`src/rtl/synth_reg_pkg.sv`:
```
// synth_reg_pkg: register map, reset values and requester IDs shared by synth_reg_arbiter.
package synth_reg_pkg;
    localparam logic [7:0] ADDR_CONTROL  = 8'h00;
    localparam logic [7:0] ADDR_FREQ_LO  = 8'h02;
    localparam logic [7:0] ADDR_FREQ_MID = 8'h03;
    localparam logic [7:0] ADDR_FREQ_HI  = 8'h04;
    localparam logic [7:0] ADDR_DUTY     = 8'h05;
    localparam logic [7:0] ADDR_VOLUME   = 8'h06;
    localparam logic [7:0] ADDR_STATUS   = 8'h12;
    localparam logic [7:0]  RST_CONTROL = 8'h1C;
    localparam logic [23:0] RST_FREQ    = 24'h000000;
    localparam logic [7:0]  RST_DUTY    = 8'h80;
    localparam logic [7:0]  RST_VOLUME  = 8'hFF;
    typedef enum logic {
        PORT_HOST = 1'b0,
        PORT_SEQ  = 1'b1
    } port_e;
endpackage

```
`src/rtl/synth_reg_arbiter_rr_arb2.sv`:
```
// rr_arb2: two-requester round-robin grant; the host wins ties after reset.
module rr_arb2
    import synth_reg_pkg::*;
(
    input  logic clk,
    input  logic rst,
    input  logic req_host,
    input  logic req_seq,
    output logic gnt_host,
    output logic gnt_seq
);
    port_e last_grant_q, last_grant_d;

    always_comb begin
        gnt_host = !rst && req_host && (!req_seq || last_grant_q == PORT_SEQ);
        gnt_seq = !rst && req_seq && !gnt_host;
        last_grant_d = gnt_host ? PORT_HOST : gnt_seq ? PORT_SEQ : last_grant_q;
    end

    always_ff @(posedge clk) begin
        if (rst) last_grant_q <= PORT_SEQ;
        else last_grant_q <= last_grant_d;
    end
endmodule

```
`src/rtl/synth_reg_arbiter.sv`:
```
// synth_reg_arbiter: arbitrates host/sequencer register writes into the synth register bank.
// SYNTH_ARB_FREQ_ATOMIC_EN: per-port low/mid shadows, 24-bit frequency committed on the high-byte write.
module synth_reg_arbiter
    import synth_reg_pkg::*;
#(
    parameter int ADDR_W = 8,
    parameter int SEQ_GATE_BIT = 7
) (
    input  logic              clk,
    input  logic              rst,
    input  logic              host_valid,
    input  logic [ADDR_W-1:0] host_addr,
    input  logic [7:0]        host_data,
    output logic              host_ready,
    input  logic              seq_valid,
    input  logic [ADDR_W-1:0] seq_addr,
    input  logic [7:0]        seq_data,
    output logic              seq_ready,
    output logic [7:0]        reg_control,
    output logic [23:0]       reg_freq,
    output logic [7:0]        reg_duty,
    output logic [7:0]        reg_volume,
    output logic              freq_update,
    output logic              wr_grant_host
);
    logic              gnt_host, gnt_seq, wr_en, hit_lo, hit_mid, hit_hi;
    logic [ADDR_W-1:0] wr_addr;
    logic [7:0]        wr_data;
    logic [7:0]        control_q, control_d, duty_q, duty_d, volume_q, volume_d;
    logic [23:0]       freq_q, freq_d;
    logic              freq_update_q, freq_update_d, wr_grant_host_q, wr_grant_host_d;

    // The gate uses the registered control byte, so a clearing write blocks seq from the next cycle.
    rr_arb2 u_arb (
        .clk      (clk),
        .rst      (rst),
        .req_host (host_valid),
        .req_seq  (seq_valid & control_q[SEQ_GATE_BIT]),
        .gnt_host (gnt_host),
        .gnt_seq  (gnt_seq)
    );

    assign host_ready = gnt_host;
    assign seq_ready  = gnt_seq;
    assign wr_en      = gnt_host | gnt_seq;
    assign wr_addr    = gnt_host ? host_addr : seq_addr;
    assign wr_data    = gnt_host ? host_data : seq_data;
    assign hit_lo     = wr_en && wr_addr == ADDR_W'(ADDR_FREQ_LO);
    assign hit_mid    = wr_en && wr_addr == ADDR_W'(ADDR_FREQ_MID);
    assign hit_hi     = wr_en && wr_addr == ADDR_W'(ADDR_FREQ_HI);

`ifdef SYNTH_ARB_FREQ_ATOMIC_EN
    port_e           wr_port;
    logic [1:0][7:0] shadow_lo_q, shadow_lo_d, shadow_mid_q, shadow_mid_d;
    assign wr_port = gnt_host ? PORT_HOST : PORT_SEQ;
`endif

    always_comb begin
        control_d = (wr_en && wr_addr == ADDR_W'(ADDR_CONTROL)) ? wr_data : control_q;
        duty_d = (wr_en && wr_addr == ADDR_W'(ADDR_DUTY)) ? wr_data : duty_q;
        volume_d = (wr_en && wr_addr == ADDR_W'(ADDR_VOLUME)) ? wr_data : volume_q;
        wr_grant_host_d = wr_en ? gnt_host : wr_grant_host_q;
`ifdef SYNTH_ARB_FREQ_ATOMIC_EN
        shadow_lo_d = shadow_lo_q;
        shadow_mid_d = shadow_mid_q;
        if (hit_lo) shadow_lo_d[wr_port] = wr_data;
        if (hit_mid) shadow_mid_d[wr_port] = wr_data;
        freq_update_d = hit_hi;
        freq_d = hit_hi ? {wr_data, shadow_mid_q[wr_port], shadow_lo_q[wr_port]} : freq_q;
`else
        freq_d = freq_q;
        if (hit_lo) freq_d[7:0] = wr_data;
        if (hit_mid) freq_d[15:8] = wr_data;
        if (hit_hi) freq_d[23:16] = wr_data;
        freq_update_d = hit_lo || hit_mid || hit_hi;
`endif
    end

    always_ff @(posedge clk) begin
        if (rst) begin
            control_q       <= RST_CONTROL;
            freq_q          <= RST_FREQ;
            duty_q          <= RST_DUTY;
            volume_q        <= RST_VOLUME;
            freq_update_q   <= 1'b0;
            wr_grant_host_q <= 1'b0;
`ifdef SYNTH_ARB_FREQ_ATOMIC_EN
            shadow_lo_q     <= '0;
            shadow_mid_q    <= '0;
`endif
        end else begin
            control_q       <= control_d;
            freq_q          <= freq_d;
            duty_q          <= duty_d;
            volume_q        <= volume_d;
            freq_update_q   <= freq_update_d;
            wr_grant_host_q <= wr_grant_host_d;
`ifdef SYNTH_ARB_FREQ_ATOMIC_EN
            shadow_lo_q     <= shadow_lo_d;
            shadow_mid_q    <= shadow_mid_d;
`endif
        end
    end

    assign reg_control   = control_q;
    assign reg_freq      = freq_q;
    assign reg_duty      = duty_q;
    assign reg_volume    = volume_q;
    assign freq_update   = freq_update_q;
    assign wr_grant_host = wr_grant_host_q;
endmodule
```
`config.mk`:
```
export PLATFORM = sky130hd
export DESIGN_NAME = synth_reg_arbiter
export DESIGN_NICKNAME = d
export VERILOG_FILES = /design/src/rtl/synth_reg_pkg.sv /design/src/rtl/synth_reg_arbiter_rr_arb2.sv /design/src/rtl/synth_reg_arbiter.sv
export SDC_FILE = /design/constraint.sdc
export NUM_CORES = 1
export LEC_CHECK = 0
export ABC_AREA = 1
export BUFFER_PORTS_ARGS = -buffer_cell sky130_fd_sc_hd__buf_2
export CAP_MARGIN = 20
export CORE_MARGIN = 2
export CORE_UTILIZATION = 49
export DETAILED_ROUTE_END_ITERATION = 16
export HOLD_SLACK_MARGIN = 0.12
export PLACE_DENSITY = 0.79
export SYNTH_ARGS = -nofsm -noshare
export SYNTH_HDL_FRONTEND = slang
export SYNTH_SLANG_ARGS = --single-unit
export TNS_END_PERCENT = 5
```
`constraint.sdc`:
```
create_clock -name clk -period 1.84 [get_ports clk]
set_clock_uncertainty 0.1 [all_clocks]
set_input_delay 0.368 -clock clk [delete_from_list [all_inputs] [get_ports clk]]
set_output_delay 0.368 -clock clk [all_outputs]
set_load 0.05 [all_outputs]
```
Word level (Yosys, flattened, before mapping)
Cells that the tools add are included.
{ "word_totals": {"ff_bits": 51, "latchBits": 0, "ram_bits": 0, "rom_bits": 0, "word_cells": 38, "mem_count": 0} }
{ "classes": {"add_sub_neg": 0, "mul": 0, "n_div": 0, "order_cmp": 0, "eq_ne": 5, "shift": 0, "muxes": 4, "n_bitwise": 2, "n_reduce_logical": 18} }
{ "ops": {"columns": ["op", "count"], "rows": [
  ["== test 8 x 3 -> 1 bit (second input constant)", 3],
  ["== test 8 x 2 -> 1 bit (second input constant)", 2],
  ["2-to-1 mux 8 bit", 2],
  ["logical AND 1 bit", 10],
  ["logical NOT 8 bit", 1],
  ["logical NOT 1 bit", 3],
  ["logical OR 1 bit", 3],
  ["2-to-1 mux 1 bit", 2],
  ["nonzero test 2 bit", 1],
  ["AND 1 bit", 1],
  ["bitwise OR 1 bit", 1]
]} }

Logic depth before layout (Yosys ltp)
Gate-level depths: netlist of run 1.
{ "logic_depth": {"ltp_word": 10, "depth_mapped": 13, "depth_no_buf": 10} }

Modules after synthesis
From an unflattened synthesis of run 1, not the netlist that was laid out.
{ "hier_totals": {"hier_cells": 386, "area_unflattened_um2": 2562.5} }
{ "modules_own_cells": {"columns": ["mod", "n_inst", "cells_each", "area_per_inst_um2", "seq_area_each_um2"], "rows": [
  ["synth_reg_arbiter", 1, 375, 2494.9, 1001.0],
  ["rr_arb2", 1, 11, 67.6, 20.0]
]} }

Worst setup path after synthesis of run 1
OpenSTA, ideal clock, no wires.
{ "synth_path": {"path_type": "flip-flop to output port", "startpoint": "reg control_q[7] (netlist: reg_control[7])", "endpoint": "out seq_ready", "arrival_time_ns": 1.937, "required_time_ns": 1.372, "slack_ns": -0.565, "stages_incl_launch_ff": 6, "n_path_buf": 1, "cell_sequence": "dfxtp_1 > nand3_2 > nand2_1 > buf_6 > inv_2 > nor2_1"} }
{ "synth_between": {"elab_chain_len": 6, "word_cells_on_any_way": 7, "classes_between": "1 x bitwise; 6 x reduce/logical"} }
{ "synth_rtl": {"columns": ["item", "line_no", "text"], "rows": [
  ["start, declared", "synth_reg_arbiter.sv:29", "logic [7:0] control_q, control_d, duty_q, duty_d, volume_q, volume_d;"],
  ["start signal, assigned", "synth_reg_arbiter.sv:92", "control_q <= control_d;"],
  ["AND 1 bit", "synth_reg_arbiter.sv:38", ".req_seq (seq_valid & control_q[SEQ_GATE_BIT]),"],
  ["logical NOT 1 bit", "synth_reg_arbiter_rr_arb2.sv:15", "gnt_host = !rst && req_host && (!req_seq || last_grant_q == PORT_SEQ);"],
  ["logical OR 1 bit", "synth_reg_arbiter_rr_arb2.sv:15", null],
  ["logical AND 1 bit", "synth_reg_arbiter_rr_arb2.sv:15", null],
  ["via host_ready", "synth_reg_arbiter.sv:14", "output logic host_ready,"],
  ["logical NOT 1 bit", "synth_reg_arbiter_rr_arb2.sv:16", "gnt_seq = !rst && req_seq && !gnt_host;"],
  ["logical AND 1 bit", "synth_reg_arbiter_rr_arb2.sv:16", null],
  ["end, declared", "synth_reg_arbiter.sv:18", "output logic seq_ready,"]
]} }
The timed path passes the listed nets, and every way through them passes these cells.

Worst setup path after layout of run 1
{ "layout_path": {"startpoint": "reg control_q[7] (netlist: reg_control[7])", "endpoint": "out seq_ready"} }
{ "layout_between": {"elab_chain_len": 6, "word_cells_on_any_way": 7, "classes_between": "1 x bitwise; 6 x reduce/logical"} }
{ "layout_rtl": {"columns": ["item", "line_no"], "rows": [
  ["AND 1 bit *", "synth_reg_arbiter.sv:38"],
  ["logical NOT 1 bit", "synth_reg_arbiter_rr_arb2.sv:15"],
  ["logical OR 1 bit", "synth_reg_arbiter_rr_arb2.sv:15"],
  ["logical AND 1 bit", "synth_reg_arbiter_rr_arb2.sv:15"],
  ["logical NOT 1 bit", "synth_reg_arbiter_rr_arb2.sv:16"],
  ["logical AND 1 bit *", "synth_reg_arbiter_rr_arb2.sv:16"]
]} }
Every way passes the cells marked *; elsewhere a longest branch is shown, timed or not.

==> results of run 1 <==
cell usage after synthesis (all sizes together):
cell,count,area (µm²)
nand2,81,306.6
nand3,62,320.3
dfxtp,51,1021
nor2,48,212.7
a21oi,36,202.7
buf,22,148.9
inv,22,82.58
o21ai,13,80.07
nand3b,5,37.54
clkbuf,2,7.510
o211ai,1,7.510
report_power, final:
| group | switching [mW] | internal, mW | total, mW |
|---|---|---|---|
| logic | 0.234 | 0.146 | 0.380 |
| clock network | 0.372 | 0.261 | 0.633 |
| registers | 0.00408 | 1.11 | 1.11 |
| total | 0.610 | 1.52 | 2.13 |
kinds of logic after synthesis:
family,Yosys count,share of synthesized area [%]
buffers and inverters,46,9.845
AO/OA/AOI/OAI,50,11.96
flip-flops,51,42.06
AND/OR/NAND/NOR,196,36.13
sequential cells by signal (all words and copies together), names as in the netlist:
name	cells
reg_control	8
u_arb.last_grant_q	1
wr_grant_host	1
reg_freq	24
freq_update	1
reg_duty	8
reg_volume	8
worst paths after layout:
kind / slack [ns] / from / to / cells past startpoint
min: 0.22 / host_valid / u_arb.last_grant_q / 2
min reg2reg: 0.37 / reg_volume[5] / reg_volume[5] / 2
max: 0.07 / reg_control[7] / seq_ready / 6
max reg2reg: 0.10 / reg_control[7] / reg_control[3] / 11
repair_timing:
action                                  in CTS  in global routing
endpoints found under the setup margin       1                 46
gates cloned                                 0                  2
pin swaps                                    0                  1
resized for setup                            1                  8
hold buffers                                 0                  0
buffers inserted                             0                  1
final cells by class:
class                           count  area share [%]
Sequential cell                    51           31.74
Clock inverter                      2          0.4264
Inverter                           22           2.558
Timing Repair Buffer              115           23.53
Clock buffer                        5           2.132
Tap cell                           67           2.597
Multi-Input combinational cell    246           37.02
cell usage in the layout (no fill, tap or decap), drive strengths merged, types with 5 or more instances in the layout:
cell,count
nor2,48
inv,22
buf,112
a21oi,36
dfxtp,51
nand2,81
clkbuf,8
nand3,62
nand3b,5
o21ai,13
through the flow:
| stage | util, % | setup WS, ns | hold WS (ns) |
|---|---|---|---|
| after floorplan | - | 0.01156 | 0.3718 |
| after global placement | 64.29 | -0.01236 | 0.3362 |
| after detailed placement | 64.29 | -0.09649 | 0.3469 |
| after CTS | 66.08 | 0.007933 | 0.1949 |
| after global routing | 67.89 | -0.01860 | 0.2270 |
| final | 67.89 | 0.07160 | 0.2194 |
worst reg2reg max path, cell delays in order (launching register included):
cell and delay, ns:
dfxtp_4 0.38, nand3_2 0.09, nand2_2 0.10, buf_6 0.14, inv_2 0.06, nand2_1 0.06, nand2_2 0.10, nor2_4 0.17
buf_12 0.16, nand2_1 0.10, nand2_1 0.09, nand3_1 0.06
routing by layer:
layer  vias to the layer above  wire (µm)  track usage, %
li1                       1310          -               -
met5                         -          0               0
met3                         5        463           4.743
met2                        94       3067           34.81
met4                         0         50           5.556
met1                      1103       2824           32.33
==> summary.txt, run 1 <==
Outcome
  • Status: complete, no violations

STA
  • Max Fclk: 565.5 MHz
  • Final period util: between 90% and 100%
  • Crit path time final: around 1.8 ns
  • Final setup viols: 0
  • Sum of negative setup slack: 0 ns
  • Slew margin rel.: 65.09%
  • Endpoints failing hold: 0
  • Slew at the pin closest to its max-slew limit: 0.5202 ns
  • Slew Viols, Final: 0

Setup path
  • CP required: between 1 and 1.5 ns
  • Cell Chain, Critical Path: nand3_2, nand2_2, buf_6, inv_2, nor2_4, buf_6
  • CP Max Fanout: 9
  • Arr. time, crit path: between 1 and 1.5 ns
  • Crit Path Class: reg2out
  • Worst Path Buf+Inv: 3
  • Cell mode on critical path: buf_6
  • Largest delay share family, worst path: flip-flops
  • Slowest stage delay, CP: 0.38 ns
  • Critical Path Slowest Stage Cell: dfxtp_4
  • Worst setup SP type: flip-flop
  • CP endpoint kind: primary output

Logic synthesis
  • Syn. warnings: 0
  • Sequential share of the synthesized area: a little over two fifths
  • Synthesized cell area: between 2000 and 2500 µm²
  • Synth cell types: 22
  • Mapped Cells: approximately 340
  • Post-Syn Area per Cell: slightly above 7 µm²
  • Syn nets: 379
  • Register bit count reported by yosys: 51

Floorplanning
  • Num rows: 25
  • Die Footprint: 5532 µm²
  • Die width: 74.38 µm
  • Die H: approximately 74 µm
  • Core Footprint: between 4000 and 5000 µm²
  • Initial Util: 51.05%
  • I/O pins: slightly below 90

Clock network
  • Clk sinks: 51
  • Total CTS buffers: 5
  • Maximum clock path buffer count: 2
  • CTS H-tree depth: 2
  • Clk Tree Root Cell: clkbuf_8
  • Worst-path clk slew: about 0.09 ns
  • Clock Latency Late Sink: approximately 0.30 ns
  • CTS tree: built

Final layout
  • Fillers: 406
  • Nets: about 480
  • Sequential Area: 1025 µm²
  • Multi-input gate area: 1195 µm²
  • Design area: approximately 3200 µm²
  • Non-Filler Instances: slightly above 500
  • Synthesis-to-finish area growth: 32.99%
  • Share of layout cells above drive strength 1: 33.79%
  • Ant. Diodes: 0

GRT
  • Largest net degree at the start of global routing: 51
  • Vias in the first global route: 2007
  • First-pass GRT wire length: approximately 9.5 mm
  • Gr ovfl total: 0
  • Antenna violations before repair: 0
  • Overall routing resource usage: 22.57%

Power and ir drop
  • Pwr per Cell Area: 658.8 nW/µm²
  • PnR Total Power: 2.127 mW
  • Static Leak: 1.601 nW
  • Peak supply drop: approximately 350 µV

Hold path
  • HP Class: in2reg

Placed design
  • # placed instances: roughly 500
  • Placed cell areas: ~3100 µm²
  • Post-DP HPWL: about 4.3 mm
  • Port bufs: 87
  • Final GP Congestion: ~0.79

Routing
  • 1st-iter DRT viols: between 200 and 250
  • Via count: about 2500
  • Antenna-violating nets left: 0
  • Final WL: about 6.4 mm
  • DR WL/cell: around 13 µm
  • Vias/cell: about 5
  • Router iterations before antenna repair: 4
  • DR DRC count: 0

Run
  • Max Cap Viol: 0
(Power assumes the default switching activity.)
==> run 2, diff against run 1 <==
ABC_AREA = 0   (was 1)
CORE_UTILIZATION = 48   (was 49)
==> run 2 against run 1 <==
Compared with the run above: the flow now finishes with violations (negative setup slack); sequential power hardly changed; sequential cell count unchanged; via count is 11% lower; synthesized cell count fell by 31%; critical path type unchanged; final cell count down 19%; critical endpoint is now host_ready; fmax is 11% lower.
==> summary.txt, run 2 <==
Outcome
  • Status: complete, but fails checks
  • Failing checks: negative setup slack

Routing
  • 1st-iter DRT viols: between 100 and 150
  • Vias/cell: 5.446
  • DR WL/cell: between 15 and 20 µm
  • Via count: 2233
  • DR DRC count: 0
  • Final WL: between 6 and 7 mm
  • Router iterations before antenna repair: 4
  • Antenna-violating nets left: 0

Power and ir drop
  • Pint: roughly 1.6 mW
  • PnR Total Power: between 2 and 2.5 mW
  • Pwr per Cell Area: around 650 nW/µm²
  • Switching portion of total power: approximately a quarter
  • Net load switching power: ~0.53 mW
  • Clock power frac: between 30% and 40%
  • Part of the power in registers: just over 50%
  • Static Leak: between 1.5 and 2 nW
  • Comb pwr share: between 10% and 20%
  • Peak supply drop: about 440 µV

Clock network
  • Clk sinks: 51
  • CTS tree: built
  • Worst-path clk slew: roughly 0.09 ns
  • CTS H-tree depth: 2
  • Total CTS buffers: 5
  • Clk Tree Root Cell: clkbuf_8
  • Maximum clock path buffer count: 2
  • Clock Latency Late Sink: about 0.31 ns
  • CTS hold repair buffers: 0

Final layout
  • Commonest non-fill, non-tap cell in the layout: buf_2
  • Fillers: 357
  • Design area: 3299 µm²
  • Synthesis-to-finish area growth: 43.08%
  • Nets: a little under 400
  • Most frequent cells in the layout: 85 x buf_2, 49 x dfxtp_1, 40 x mux2i_1, 31 x nand2_1, 30 x buf_4
  • Max FFs per register: 24
  • Ant. Diodes: 0
  • Share of layout cells above drive strength 1: between 40% and 50%

Logic synthesis
  • Sequential share of the synthesized area: 44.28%
  • Most frequent cell after synthesis: dfxtp_1
  • Post-synthesis async set-or-reset flop share: 0%
  • Register bit count reported by yosys: 51
  • Synth cell types: between 40 and 50
  • Syn. warnings: 0
  • Synthesized cell area: roughly 2300 µm²
  • Syn nets: between 200 and 300
  • Post-synth EDFFs: 0
  • Main synth FF type: dfxtp_1
  • Post-Syn Area per Cell: 9.771 µm²
  • Mapped Cells: ~240
  • Top cells by area, synth: dfxtp_1 44%, mux2i_1 18%, nand2_1 5.5%
  • Top-area cell type share of the netlist area: 44.28%
  • Synth area leader: dfxtp_1
  • Commonest cells in the netlist: 51 x dfxtp_1, 41 x mux2i_1, 34 x nand2_1

Setup path
  • Worst setup SP type: flip-flop
  • CP endpoint kind: primary output
  • Critical Path Slowest Stage Cell: dfxtp_4
  • Cell Chain, Critical Path: and3b_1, or3_1, buf_6, clkinv_8, buf_12
  • CP Max Fanout: 8
  • Arr. time, crit path: ~1.5 ns
  • CP required: 1.37 ns
  • Slowest stage delay, CP: ~0.35 ns
  • Crit Path Class: reg2out

Floorplanning
  • Initial Util: between 40% and 50%
  • Die Footprint: roughly 5400 µm²
  • Die width: between 70 and 80 µm
  • I/O pins: a little under 90
  • Die H: between 70 and 80 µm
  • Num rows: 25
  • Core Footprint: 4692 µm²

Hold path
  • HP Class: in2reg

STA
  • Slew Viols, Final: 0
  • Final setup viols: 35
  • Slew margin rel.: between 60% and 70%
  • Final period util: 108.0%
  • RSZ-0062 raised after global routing: yes
  • Max Fclk: just over 500 MHz
  • Endpoints failing hold: 0
  • Crit path time final: around 2.0 ns
  • Slew at the pin closest to its max-slew limit: between 0.4 and 0.5 ns
  • Final WS setup: -0.1473 ns

Placed design
  • Post-DP HPWL: 4.535 mm
  • DP Worst Slack: -0.3477 ns
  • Placed cell areas: 3044 µm²
  • Port bufs: between 80 and 90
  • Final GP Congestion: ~0.86

GRT
  • Gr ovfl total: 0
  • Antenna violations before repair: 0
  • Overall routing resource usage: around a quarter
  • Largest net degree at the start of global routing: 39
  • Vias in the first global route: around 2100
  • First-pass GRT wire length: between 9 and 10 mm

Run
  • Max Cap Viol: 0
==> run 2: path summary, 6_finish.rpt <==
kind | from | endpoint | slack [ns] | cells past startpoint
setup / recovery | reg_control[7] | host_ready | -0.15 | 5
hold / removal | host_valid | u_arb.last_grant_q | 0.27 | 4
setup reg to reg | reg_control[7] | reg_freq[22] | -0.08 | 7
hold reg to reg | reg_freq[15] | reg_freq[15] | 0.36 | 2
==> run 2: critical path: cells and delay by family, from the launching register on <==
kind,cells,cell delay (ns)
buffers and inverters,3,0.36
flip-flops,1,0.35
AND/OR/NAND/NOR,2,0.49
==> run 2: routing by layer <==
metal	vias to the layer above	routed length (µm)	track usage (%)
met5	-	0	0
met4	0	156	9.293
met3	16	323	5.487
met2	87	3141	41.04
met1	1057	2657	29.21
li1	1073	-	-
==> run 2: power groups by stage <==
stage	Combinational, mW	Sequential (mW)	Clock [mW]
finish	0.255	1.11	0.788
global route	0.272	1.11	0.827
CTS	0.250	1.11	0.786
detailed placement	0.226	1.13	0
global placement	0.224	1.13	0
floorplan	0.102	1.14	0
==> run 2: layout make-up <==
type                       count  area, µm²  area share [%]
tap                           54      67.56           2.048
timing repair buffer         123      784.5           23.78
clock inverter                 3      43.79           1.327
multi-input combinational    170       1276           38.68
inverter                       3      23.77          0.7205
clock buffer                   5      68.82           2.086
timing repair inverter         1      8.758          0.2655
sequential                    51       1026           31.10
==> run 2: repair_timing <==
item / in CTS / in global routing
setup buffers: 2 / 1
gates cloned: 1 / 0
pin swaps: 5 / 6
endpoints found under the setup margin: 50 / 50
resized for setup: 29 / 4
==> run 2: per-stage QoR <==
step / util (%) / TNS [ns] / std cells / hold slack [ns]
after detailed placement: 64.88 / -12.22 / 398 / 0.3492
final: 70.32 / -1.298 / 410 / 0.2739
after global routing: 70.32 / -4.700 / 410 / 0.3258
after floorplan: - / -2.098 / 236 / 0.4218
after global placement: 64.88 / -10.90 / 398 / 0.3414
after CTS: 69.95 / -1.563 / 409 / 0.2631
==> run 2: kinds of logic (layout without fill, tap and decap cells) <==
| group | after synthesis | count (layout) | synth area share (%) |
|---|---|---|---|
| AO/OA/AOI/OAI | 30 | 30 | 9.387 |
| AND/OR/NAND/NOR | 97 | 97 | 23.17 |
| multiplexers | 43 | 43 | 18.94 |
| flip-flops | 51 | 51 | 44.28 |
| buffers and inverters | 15 | 135 | 4.232 |
==> run 3, diff against run 2 <==
CORE_MARGIN = 5   (was 2)
==> run 3 against run 2 <==
Compared with the run above: the flow still finishes with violations (negative setup slack); sequential cell count unchanged; first-iteration DRC count down 31%; sequential share of layout area up 0.82 points; worst setup slack better by 0.052 ns; combinational power about the same; final cell count down 2.0%; critical endpoint unchanged; highest routed layer unchanged.
==> summary.txt, run 3 (synthesis results as in run 2) <==
Outcome
  • Status: complete, but fails checks
  • Failing checks: negative setup slack

Final layout
  • Nets: between 300 and 400
  • Synthesis-to-finish area growth: 39.39%
  • Fillers: ~380
  • Max FFs per register: 24
  • Design area: about 3200 µm²
  • Most frequent cells in the layout: 85 x buf_2, 49 x dfxtp_1, 41 x mux2i_1, 31 x nand2_1, 25 x buf_4
  • Ant. Diodes: 0
  • Sequential Area: 1026 µm²
  • Share of layout cells above drive strength 1: between 40% and 50%
  • Multi-input gate area: roughly 1300 µm²
  • Commonest non-fill, non-tap cell in the layout: buf_2

STA
  • Slew at the pin closest to its max-slew limit: 0.4976 ns
  • Slew Viols, Final: 0
  • Final setup viols: 32
  • RSZ-0062 raised after global routing: yes
  • Endpoints failing hold: 0
  • Crit path time final: 1.936 ns
  • Slew margin rel.: roughly 67%
  • Final WS setup: -0.09561 ns
  • Final period util: 105.2%
  • Max Fclk: just over 500 MHz

Power and ir drop
  • Peak supply drop: ~540 µV
  • Net load switching power: 0.5077 mW
  • Pwr per Cell Area: between 600 and 700 nW/µm²
  • Comb pwr share: about 13%
  • Pint: approximately 1.5 mW
  • Switching portion of total power: around a quarter
  • Static Leak: 1.609 nW
  • Part of the power in registers: a little under three fifths
  • Clock power frac: around a third

Clock network
  • Clock Latency Late Sink: 0.30 ns
  • CTS tree: built
  • Clk sinks: ~50
  • Clk Tree Root Cell: clkbuf_8
  • Total CTS buffers: 5
  • Worst-path clk slew: ~0.080 ns
  • Maximum clock path buffer count: 2
  • CTS hold repair buffers: 0
  • CTS H-tree depth: 2

Routing
  • 1st-iter DRT viols: 79
  • DR WL/cell: 16.31 µm
  • Final WL: approximately 6.6 mm
  • Router iterations before antenna repair: 4
  • Via count: 2161
  • DR DRC count: 0
  • Vias/cell: 5.376
  • Antenna-violating nets left: 0

Run
  • Max Cap Viol: 0

GRT
  • Vias in the first global route: 2262
  • Largest net degree at the start of global routing: 38
  • Gr ovfl total: 0
  • Overall routing resource usage: around 22%
  • First-pass GRT wire length: between 10 and 15 mm
  • Antenna violations before repair: 0

Floorplanning
  • Initial Util: between 40% and 50%
  • Core Footprint: 4692 µm²
  • Num rows: 25
  • Die Footprint: around 6300 µm²
  • I/O pins: between 80 and 90
  • Die width: 79.31 µm
  • Die H: just under 80 µm

Placed design
  • DP Worst Slack: -0.3258 ns
  • Placed cell areas: 3007 µm²
  • Final GP Congestion: between 0.8 and 0.9
  • Post-DP HPWL: roughly 4.8 mm
  • Port bufs: 87

Setup path
  • R2R setup slack: -0.08 ns
  • Arr. time, crit path: 1.47 ns
  • CP required: roughly 1.4 ns
  • CP endpoint kind: primary output
  • Worst setup SP type: flip-flop
  • Crit Path Class: reg2out
  • CP Max Fanout: 9

Hold path
  • HP Class: in2reg
[run 3: cell types whose count changed in the layout (fill, tap and decap cells not counted), moves of 2 or more]
cell / previous run / this run
o21ai_1: 11 / 9
nand2_4: 2 / 0
o21ai_0: 2 / 4
buf_4: 30 / 25
nand2_2: 1 / 3
[run 3: path summary, 6_finish.rpt]
check,endpoint,depth (start not counted),start
max,host_ready,4,u_arb.last_grant_q
min,u_arb.last_grant_q,4,host_valid
max reg2reg,reg_volume[6],7,reg_control[7]
min reg2reg,reg_freq[9],2,reg_freq[9]
[run 3: stage by stage]
stage	hold WS (ns)	total power, mW	std cells	setup TNS [ns]	util, %
finish	0.3084	1.985	402	-1.020	68.51
global route	0.3325	2.081	402	-5.496	68.51
CTS	0.2888	1.996	403	-1.388	68.03
detailed placement	0.3501	1.358	393	-12.42	64.08
global placement	0.3422	1.359	393	-10.95	64.08
floorplan	0.4218	1.245	236	-2.098	-
[run 3: critical path: stages (launching register included)]
cell      delay (ns)
dfxtp_2         0.34
and3b_1         0.18
or3_4           0.40
clkinv_8        0.11
buf_12          0.13
[run 3: area by class of cell]
| cell class | instances | share of cell area (%) |
|---|---|---|
| clock buffers | 5 | 2.141 |
| repair buffers | 117 | 22.89 |
| multi-input cells | 170 | 39.78 |
| inverters | 3 | 0.7396 |
| well taps | 54 | 2.102 |
| clock inverters | 2 | 0.4282 |
| flip-flops and latches | 51 | 31.92 |
[run 3: layer usage]
metal | share of wire (%) | routed length [µm] | up-vias | global-route usage [%]
met3 | 4.7 | 305 | 17 | 5.215
met1 | 42 | 2738 | 1018 | 25.92
li1 | - | - | 1055 | -
met5 | 0 | 0 | - | 0
met4 | 2.7 | 177 | 0 | 10.14
met2 | 51 | 3333 | 71 | 38.05
[run 3: power by group through the flow]
stage | sequential [mW] | combinational (mW) | clock (mW)
final | 1.11 | 0.252 | 0.625
after CTS | 1.11 | 0.246 | 0.643
after floorplan | 1.14 | 0.102 | 0
after detailed placement | 1.13 | 0.224 | 0
after global routing | 1.11 | 0.269 | 0.703
after global placement | 1.13 | 0.224 | 0
[run 3: timing repair]
item / in CTS / in global routing
gates resized for setup: 23 / 7
endpoints found under the hold margin: 0 / 0
setup endpoints to repair: 50 / 50
pin swaps: 4 / 1
setup buffers: 3 / 0
